**config.mk**
```make
export PLATFORM = sky130hd
export DESIGN_NAME = inst_constraint_flat
export DESIGN_NICKNAME = d
export VERILOG_FILES = /design/src/rtl/inst_constraint_if.sv /design/src/rtl/inst_constraint.sv /design/src/flat_wrapper.sv
export SDC_FILE = /design/constraint.sdc
export NUM_CORES = 1
export LEC_CHECK = 0
export CAP_MARGIN = 20
export CORE_MARGIN = 8
export CORE_UTILIZATION = 43
export DETAILED_ROUTE_END_ITERATION = 16
export GPL_ROUTABILITY_DRIVEN = 0
export HOLD_SLACK_MARGIN = 0.03
export PLACE_DENSITY_LB_ADDON = 0.25
export SLEW_MARGIN = 30
export SYNTH_ARGS = -nofsm -noshare
export SYNTH_HDL_FRONTEND = slang
export SYNTH_SLANG_ARGS = --single-unit
```
**constraint.sdc**
```tcl
create_clock -name clk -period 2.75 [get_ports clk]
set_clock_uncertainty 0.1 [all_clocks]
set_input_delay 0.4125 -clock clk [delete_from_list [all_inputs] [get_ports clk]]
set_output_delay 0.4125 -clock clk [all_outputs]
set_load 0.1 [all_outputs]
```
**src/rtl/inst_constraint_if.sv**
```systemverilog
// Decode-stage bus between the instruction source and the QED legality monitor.
interface inst_constraint_if #(
    parameter int unsigned CNT_W = 16
);
    logic             dec_valid_d;
    logic [31:0]      instruction;
    logic             allowed_op0;
    logic             allowed_op2;
    logic             allowed_op3;
    logic             allowed;
    logic             violation;
    logic             violation_sticky;
    logic [CNT_W-1:0] viol_count;
    logic [31:0]      last_bad_inst;

    // Decode side: presents instructions, observes legality and violation state.
    modport master (
        output dec_valid_d, instruction,
        input  allowed_op0, allowed_op2, allowed_op3, allowed,
        input  violation, violation_sticky, viol_count, last_bad_inst
    );

    // Monitor side.
    modport slave (
        input  dec_valid_d, instruction,
        output allowed_op0, allowed_op2, allowed_op3, allowed,
        output violation, violation_sticky, viol_count, last_bad_inst
    );
endinterface

```
**src/rtl/inst_constraint.sv**
```systemverilog
// QED instruction-legality monitor: classifies the decode instruction against the
// duplicable subset (branches/SETHI, integer ALU, r0-r15 loads/stores) and records
// violations for debug.
module inst_constraint #(
    parameter int unsigned REG_LIMIT = 16,
    parameter int unsigned CNT_W     = 16
) (
    input logic               clk,
    input logic               rst,
    inst_constraint_if.slave  bus
);

    logic [1:0] op;
    logic [4:0] rd;
    logic [2:0] op2;
    logic [5:0] op3;
    logic [4:0] rs1;
    logic       immSel;
    logic [4:0] rs2;
    logic       regsOk;
    logic       op3Arith;

    // Field extraction and register-half rule.
    always_comb begin
        op     = bus.instruction[31:30];
        rd     = bus.instruction[29:25];
        op2    = bus.instruction[24:22];
        op3    = bus.instruction[24:19];
        rs1    = bus.instruction[18:14];
        immSel = bus.instruction[13];
        rs2    = bus.instruction[4:0];
        regsOk = (32'(rd) < REG_LIMIT) && (32'(rs1) < REG_LIMIT) &&
                 (immSel || (32'(rs2) < REG_LIMIT));
    end

    // Integer ALU op3 whitelist; divides, tagged ops and everything above SUBCcc are excluded.
    always_comb begin
        op3Arith = 1'b0;
        case (op3) inside
            [6'h00:6'h0C]: op3Arith = 1'b1;
            [6'h10:6'h18]: op3Arith = 1'b1;
            [6'h1A:6'h1C]: op3Arith = 1'b1;
            default:       op3Arith = 1'b0;
        endcase
    end

    // Combinational legality flags, independent of valid and reset.
    always_comb begin
        bus.allowed_op0 = (op == 2'b00) && (op2 >= 3'b001) && (op2 <= 3'b100);
        bus.allowed_op2 = (op == 2'b10) && regsOk && op3Arith;
        bus.allowed_op3 = (op == 2'b11) && regsOk;
        bus.allowed     = bus.allowed_op0 || bus.allowed_op2 || bus.allowed_op3;
    end

    // Violation pulse, sticky flag, saturating counter and capture of the offending word.
    always_ff @(posedge clk) begin
        if (rst) begin
            bus.violation        <= 1'b0;
            bus.violation_sticky <= 1'b0;
            bus.viol_count       <= '0;
            bus.last_bad_inst    <= '0;
        end else if (bus.dec_valid_d && !bus.allowed) begin
            bus.violation        <= 1'b1;
            bus.violation_sticky <= 1'b1;
            if (bus.viol_count != '1) begin
                bus.viol_count <= bus.viol_count + CNT_W'(1);
            end
            bus.last_bad_inst    <= bus.instruction;
        end else begin
            bus.violation        <= 1'b0;
        end
    end

endmodule

```
**src/flat_wrapper.sv**
```systemverilog
// flat-port wrapper written by rule: the top's interface ports become plain ports
module inst_constraint_flat 
#(
    parameter int unsigned REG_LIMIT = 16,
    parameter int unsigned CNT_W     = 16
)
  (clk, rst, bus_dec_valid_d, bus_instruction, bus_allowed_op0, bus_allowed_op2, bus_allowed_op3, bus_allowed, bus_violation, bus_violation_sticky, bus_viol_count, bus_last_bad_inst);
  inst_constraint_if #(.CNT_W(CNT_W)) bus_i ();
  input logic clk;
  input logic rst;
  input wire logic [$bits(bus_i.dec_valid_d)-1:0] bus_dec_valid_d;
  input wire logic [$bits(bus_i.instruction)-1:0] bus_instruction;
  output wire logic [$bits(bus_i.allowed_op0)-1:0] bus_allowed_op0;
  output wire logic [$bits(bus_i.allowed_op2)-1:0] bus_allowed_op2;
  output wire logic [$bits(bus_i.allowed_op3)-1:0] bus_allowed_op3;
  output wire logic [$bits(bus_i.allowed)-1:0] bus_allowed;
  output wire logic [$bits(bus_i.violation)-1:0] bus_violation;
  output wire logic [$bits(bus_i.violation_sticky)-1:0] bus_violation_sticky;
  output wire logic [$bits(bus_i.viol_count)-1:0] bus_viol_count;
  output wire logic [$bits(bus_i.last_bad_inst)-1:0] bus_last_bad_inst;
  assign bus_i.dec_valid_d = bus_dec_valid_d;
  assign bus_i.instruction = bus_instruction;
  assign bus_allowed_op0 = bus_i.allowed_op0;
  assign bus_allowed_op2 = bus_i.allowed_op2;
  assign bus_allowed_op3 = bus_i.allowed_op3;
  assign bus_allowed = bus_i.allowed;
  assign bus_violation = bus_i.violation;
  assign bus_violation_sticky = bus_i.violation_sticky;
  assign bus_viol_count = bus_i.viol_count;
  assign bus_last_bad_inst = bus_i.last_bad_inst;
  inst_constraint #(.REG_LIMIT(REG_LIMIT), .CNT_W(CNT_W)) u_core (.clk(clk), .rst(rst), .bus(bus_i));
endmodule
```
== Word-level counts from Yosys, hierarchy flattened ==
Index checks and enable logic that the tools add are counted.
Storage, ports and cells
  memories: 0
  latch bits: 0
  input port bits: 35
  flip-flop bits (word level): 50
  RAM bits: 0
  ROM bits: 0
Cells by class
  bitwise gates (word level): 0
  reductions and logical operators: 17
  magnitude comparators: 11
  div/mod/pow operators: 0
  $mul: 0
  shift-type cells: 0
  add/sub/neg operators: 1
  equal/unequal tests: 3
  mux-type cells: 4
Operators with widths (number)
  $add A16 B1 Y16 const B: 1
  $ne A16 B16 Y1 const B: 1
  $lt A5 B5 Y1 const B: 3
  $ge A6 B5 Y1 const B: 2
  $le A6 B5 Y1 const B: 2
  $logic_and A1 B1 Y1: 11
  $ge A6 B1 Y1 const B: 1
  $le A6 B4 Y1 const B: 1
  $eq A2 B2 Y1 const B: 2
  $mux W1: 4
  $ge A3 B1 Y1 const B: 1
  $le A3 B3 Y1 const B: 1
  $logic_or A1 B1 Y1: 3
  $logic_not A2 Y1: 1
  $reduce_and A2 Y1: 1
  $logic_not A1 Y1: 1

== Longest topological paths before layout ==
  depth in word-level cells: 11
  depth in mapped cells: 7
  mapped depth without buffers: 6

== Worst setup path after synthesis ==
OpenSTA, ideal clock, no wires.
  kind: input port to output port
  from: in bus_instruction[18]
  to: out bus_allowed
  data required time: 2237 ps
  path buffers: 0
  setup slack: -2554 ps
  stages on the path: 4
  arrival time: 4792 ps
  path through: nor2_1 nand3_1 nor4b_1 or3_1
On the way
  longest elaborated chain between the ends: 7
  elaborated cells on any way between the ends: 8
Ends and longest elaborated chain
  from (decl): RTL line flat_wrapper.sv:12  | input wire logic [$bits(bus_i.instruction)-1:0] bus_instruction;
  $lt A5 B5 Y1: RTL line inst_constraint.sv:32  | regsOk = (32'(rd) < REG_LIMIT) && (32'(rs1) < REG_LIMIT) &&
  $logic_and A1 B1 Y1 (2 in a row): RTL line inst_constraint.sv:32
  $logic_and A1 B1 Y1 (2 in a row): RTL line inst_constraint.sv:50  | bus.allowed_op2 = (op == 2'b10) && regsOk && op3Arith;
  via bus_allowed_op2: RTL line flat_wrapper.sv:14  | output wire logic [$bits(bus_i.allowed_op2)-1:0] bus_allowed_op2;
  $logic_or A1 B1 Y1 (2 in a row): RTL line inst_constraint.sv:52  | bus.allowed = bus.allowed_op0 || bus.allowed_op2 || bus.allowed_op3;
  to (decl): RTL line flat_wrapper.sv:16  | output wire logic [$bits(bus_i.allowed)-1:0] bus_allowed;
The timed path passes the listed nets, and every way through them passes these cells.

== Worst setup path in the final report ==
  from: in bus_instruction[22]
  to: out bus_allowed
On the way
  longest elaborated chain between the ends: 8
  elaborated cells on any way between the ends: 19
Ends and longest elaborated chain
  $ge A6 B5 Y1 (no source line) or $le A6 B5 Y1 (tied branches)
  $logic_and A1 B1 Y1 (no source line)
  $mux W1 (3 in a row): RTL line inst_constraint.sv:39  | case (op3) inside
  $logic_and A1 B1 Y1: RTL line inst_constraint.sv:50
  $logic_or A1 B1 Y1 * (2 in a row): RTL line inst_constraint.sv:52
Mark *: on every way between the ends. The rest lies on a longest branch, timed or not.

==> results.md <==
* Status: finished clean
* RSZ-0062 raised after global routing: false
* Post-synthesis async set-or-reset flop share at 0%
* Final setup fails at 0
* Register bit count reported by yosys at 50
* Pleak at 1.377 nW
* Post-DP Area at between 3000 and 4000 µm²
* Cts bufs inserted at 5
* Port Buffers at 88
* Clock share of power at 25.5%
* Crit. End Element: output port
* WL per Instance at 14.33 µm
* All-Layer GR Usage at between 10% and 20%
* Biggest area consumer among synthesized cells: dfxtp_1
* Avg Cell Area, Syn at 9.628 µm²
* Detailed Place HPWL at roughly 4.2 mm
* Final Core Density at 63.19%
* Cell Pwr Density at 554.0 nW/µm²
* Arrival time at the worst endpoint at 2040 ps
* Flop pwr share at 44.4%
* Synth top area cells: dfxtp_1, mux2i_1, nor2_1, a21oi_1, or3_1
* Hold-fix buffers, CTS at 0
* P_int at 1.116 mW
* Prevailing post-synth register cell: dfxtp_1
* Mapped Nets at 262
* 1st-iter DRT viols at 113
* Psw at 637.8 µW
* Largest net degree at the start of global routing at 35
* Initial Util at 43.43%
* Post-Place Cells at 378
* Layout cells sized above 1 at between 20 and 30%
* Synthesized area at 2176 µm²
* H-tree level count at 2
* Minimum clock period at roughly 2600 ps
* FMAX at 391.6 MHz
* Fin crit share at 92.86%
* Relative slew slack at 66.20%
* Hold crit path type: register to register
* Maxcap violations at 0
* Cts repair resizes at 0
* Crit Path Max Fanout at 4
* First-pass GRT wire length at 9.039 mm
* I/O Pins at between 80 and 90
* Max rail drop VDD at 0.0003615 V
* Commonest non-fill, non-tap cell in the layout: buf_4
* Yosys top cell area share at between 40 and 50%
* Fin. max-slew vios at 0
* Final Hold Violating Endpoints at 0
* Layout Cells excl Fill at 386
* Die Ht at 87.14 µm
* Comb power frac at 30.0%
* Commonest cells after routing, fill and taps aside: buf_4, dfxtp_1, nor2_1
* Die area at between 7000 and 8000 µm²
* Clock transition at path regs at 90 ps
* Area Growth Syn to Fin at 45.49%
* CP Launch Type: input port
* Sink Count at 50
* Overflow after GRT at 0
* Via/cell ratio at between 4 and 5
* Die X at roughly 87 µm
* # diodes at 0
* Final ANT Viol Nets at 0
* Worst-skew pair later-pin latency at 300 ps
* DRC Markers at 0
* Drt first pass iters at 4
* Final wirelength at 5.531 mm
* CTS Root Cell: clkbuf_8
* Initial antenna violation count at 0
* Fin nets at 351
* Switching part of the total at a little over a third
* Critical path class: input port to output port
* TritonCTS clock tree: built
* Req. time, crit path at 2240 ps
* Vias in the first global route at 2002
* Core Box Area at 5010 µm²
* Worst-Margin Slew at 507.0 ps
* Cell count after synthesis at between 200 and 250
* Count of different cell masters after synthesis at 35
* YS warnings at 0
* Sequential share of the synthesized area at 46.00%
* Longest Clk Path Bufs at 2
* Routed vias at 1914
* Total design power at 1.754 mW
* Final Cell Area at around 3200 µm²
* Final setup margin at 196.3 ps
* Postcts setup bufs at 0
* Number of synthesized flops with an enable pin at 0
* Pre-CTS setup slack at 113.5 ps
* Row Count at 26
==> Yosys cell counts, drive strengths merged, types with 2 or more instances <==
| cell | n |
|---|---|
| clkbuf | 6 |
| a21oi | 15 |
| o211ai | 2 |
| or4 | 5 |
| nand2b | 2 |
| and3 | 3 |
| or3 | 11 |
| nand3 | 5 |
| nor4 | 2 |
| nand2 | 5 |
| o21ai | 13 |
| nor2 | 40 |
| mux2 | 2 |
| inv | 4 |
| dfxtp | 50 |
| o31ai | 5 |
| buf | 7 |
| nor2b | 3 |
| nand4 | 4 |
| mux2i | 32 |
| o2111ai | 2 |
==> sequential cells by signal (all words and copies together), names as in the netlist <==
| signal | cells |
|---|---|
| u_core.bus.violation | 1 |
| u_core.bus.last_bad_inst | 32 |
| u_core.bus.violation_sticky | 1 |
| u_core.bus.viol_count | 16 |
==> cells by family after synthesis <==
family	Yosys count	share of synthesized area, %
mux	34	15.76
fa+ha+maj	1	0.5750
simple gates	84	20.18
flops	50	46.00
compound gates	40	11.67
buf+inv	17	5.807
==> worst max-delay path, cell delays in order <==
cell	delay, ps
clkdlybuf4s50_1	450
or3_1	400
nand3_2	120
inv_1	90
or3_4	390
buf_12	170
==> per-stage QoR <==
step	hold WS (ps)	TNS (ps)
2_1_floorplan	456.4	-18.53
3_3_place_gp	336.9	0
3_5_place_dp	344.3	0
4_1_cts	357.4	0
5_1_grt	418.6	0
6_report	356.1	0
==> path summary, 6_finish.rpt <==
check / cells past startpoint / startpoint / end / slack [ps]
setup / recovery: 6 / bus_instruction[22] / bus_allowed / 200
hold / removal: 2 / u_core.bus.violation_sticky / u_core.bus.violation_sticky / 360
setup reg to reg: 6 / u_core.bus.viol_count[0] / u_core.bus.viol_count[14] / 660
hold reg to reg: 2 / u_core.bus.violation_sticky / u_core.bus.violation_sticky / 360
==> per-layer routing <==
layer | GRT usage, % | vias to the layer above | routed length (µm)
li1 | - | 989 | -
met1 | 16.37 | 868 | 2420
met2 | 23.53 | 55 | 2531
met3 | 8.113 | 2 | 547
met4 | 4.844 | 0 | 30
met5 | 0 | - | 0
==> power groups by stage <==
stage,Clock [mW],Sequential (mW),Combinational (mW)
2_1_floorplan,0,1.05,0.138
3_5_place_dp,0,0.796,0.531
3_3_place_gp,0,0.794,0.527
4_1_cts,0.472,0.779,0.532
5_1_grt,0.497,0.784,0.551
6_report,0.448,0.779,0.527
==> area by class of cell <==
class | count | area, µm²
well taps | 70 | 87.58
repair buffers | 95 | 868.3
fillers | 440 | 1844
inverters | 4 | 15.01
flip-flops and latches | 50 | 1001
multi-input cells | 159 | 1099
clock inverters | 2 | 12.51
clock buffers | 6 | 82.58
No activity file was read; power rests on OpenSTA's default activity.
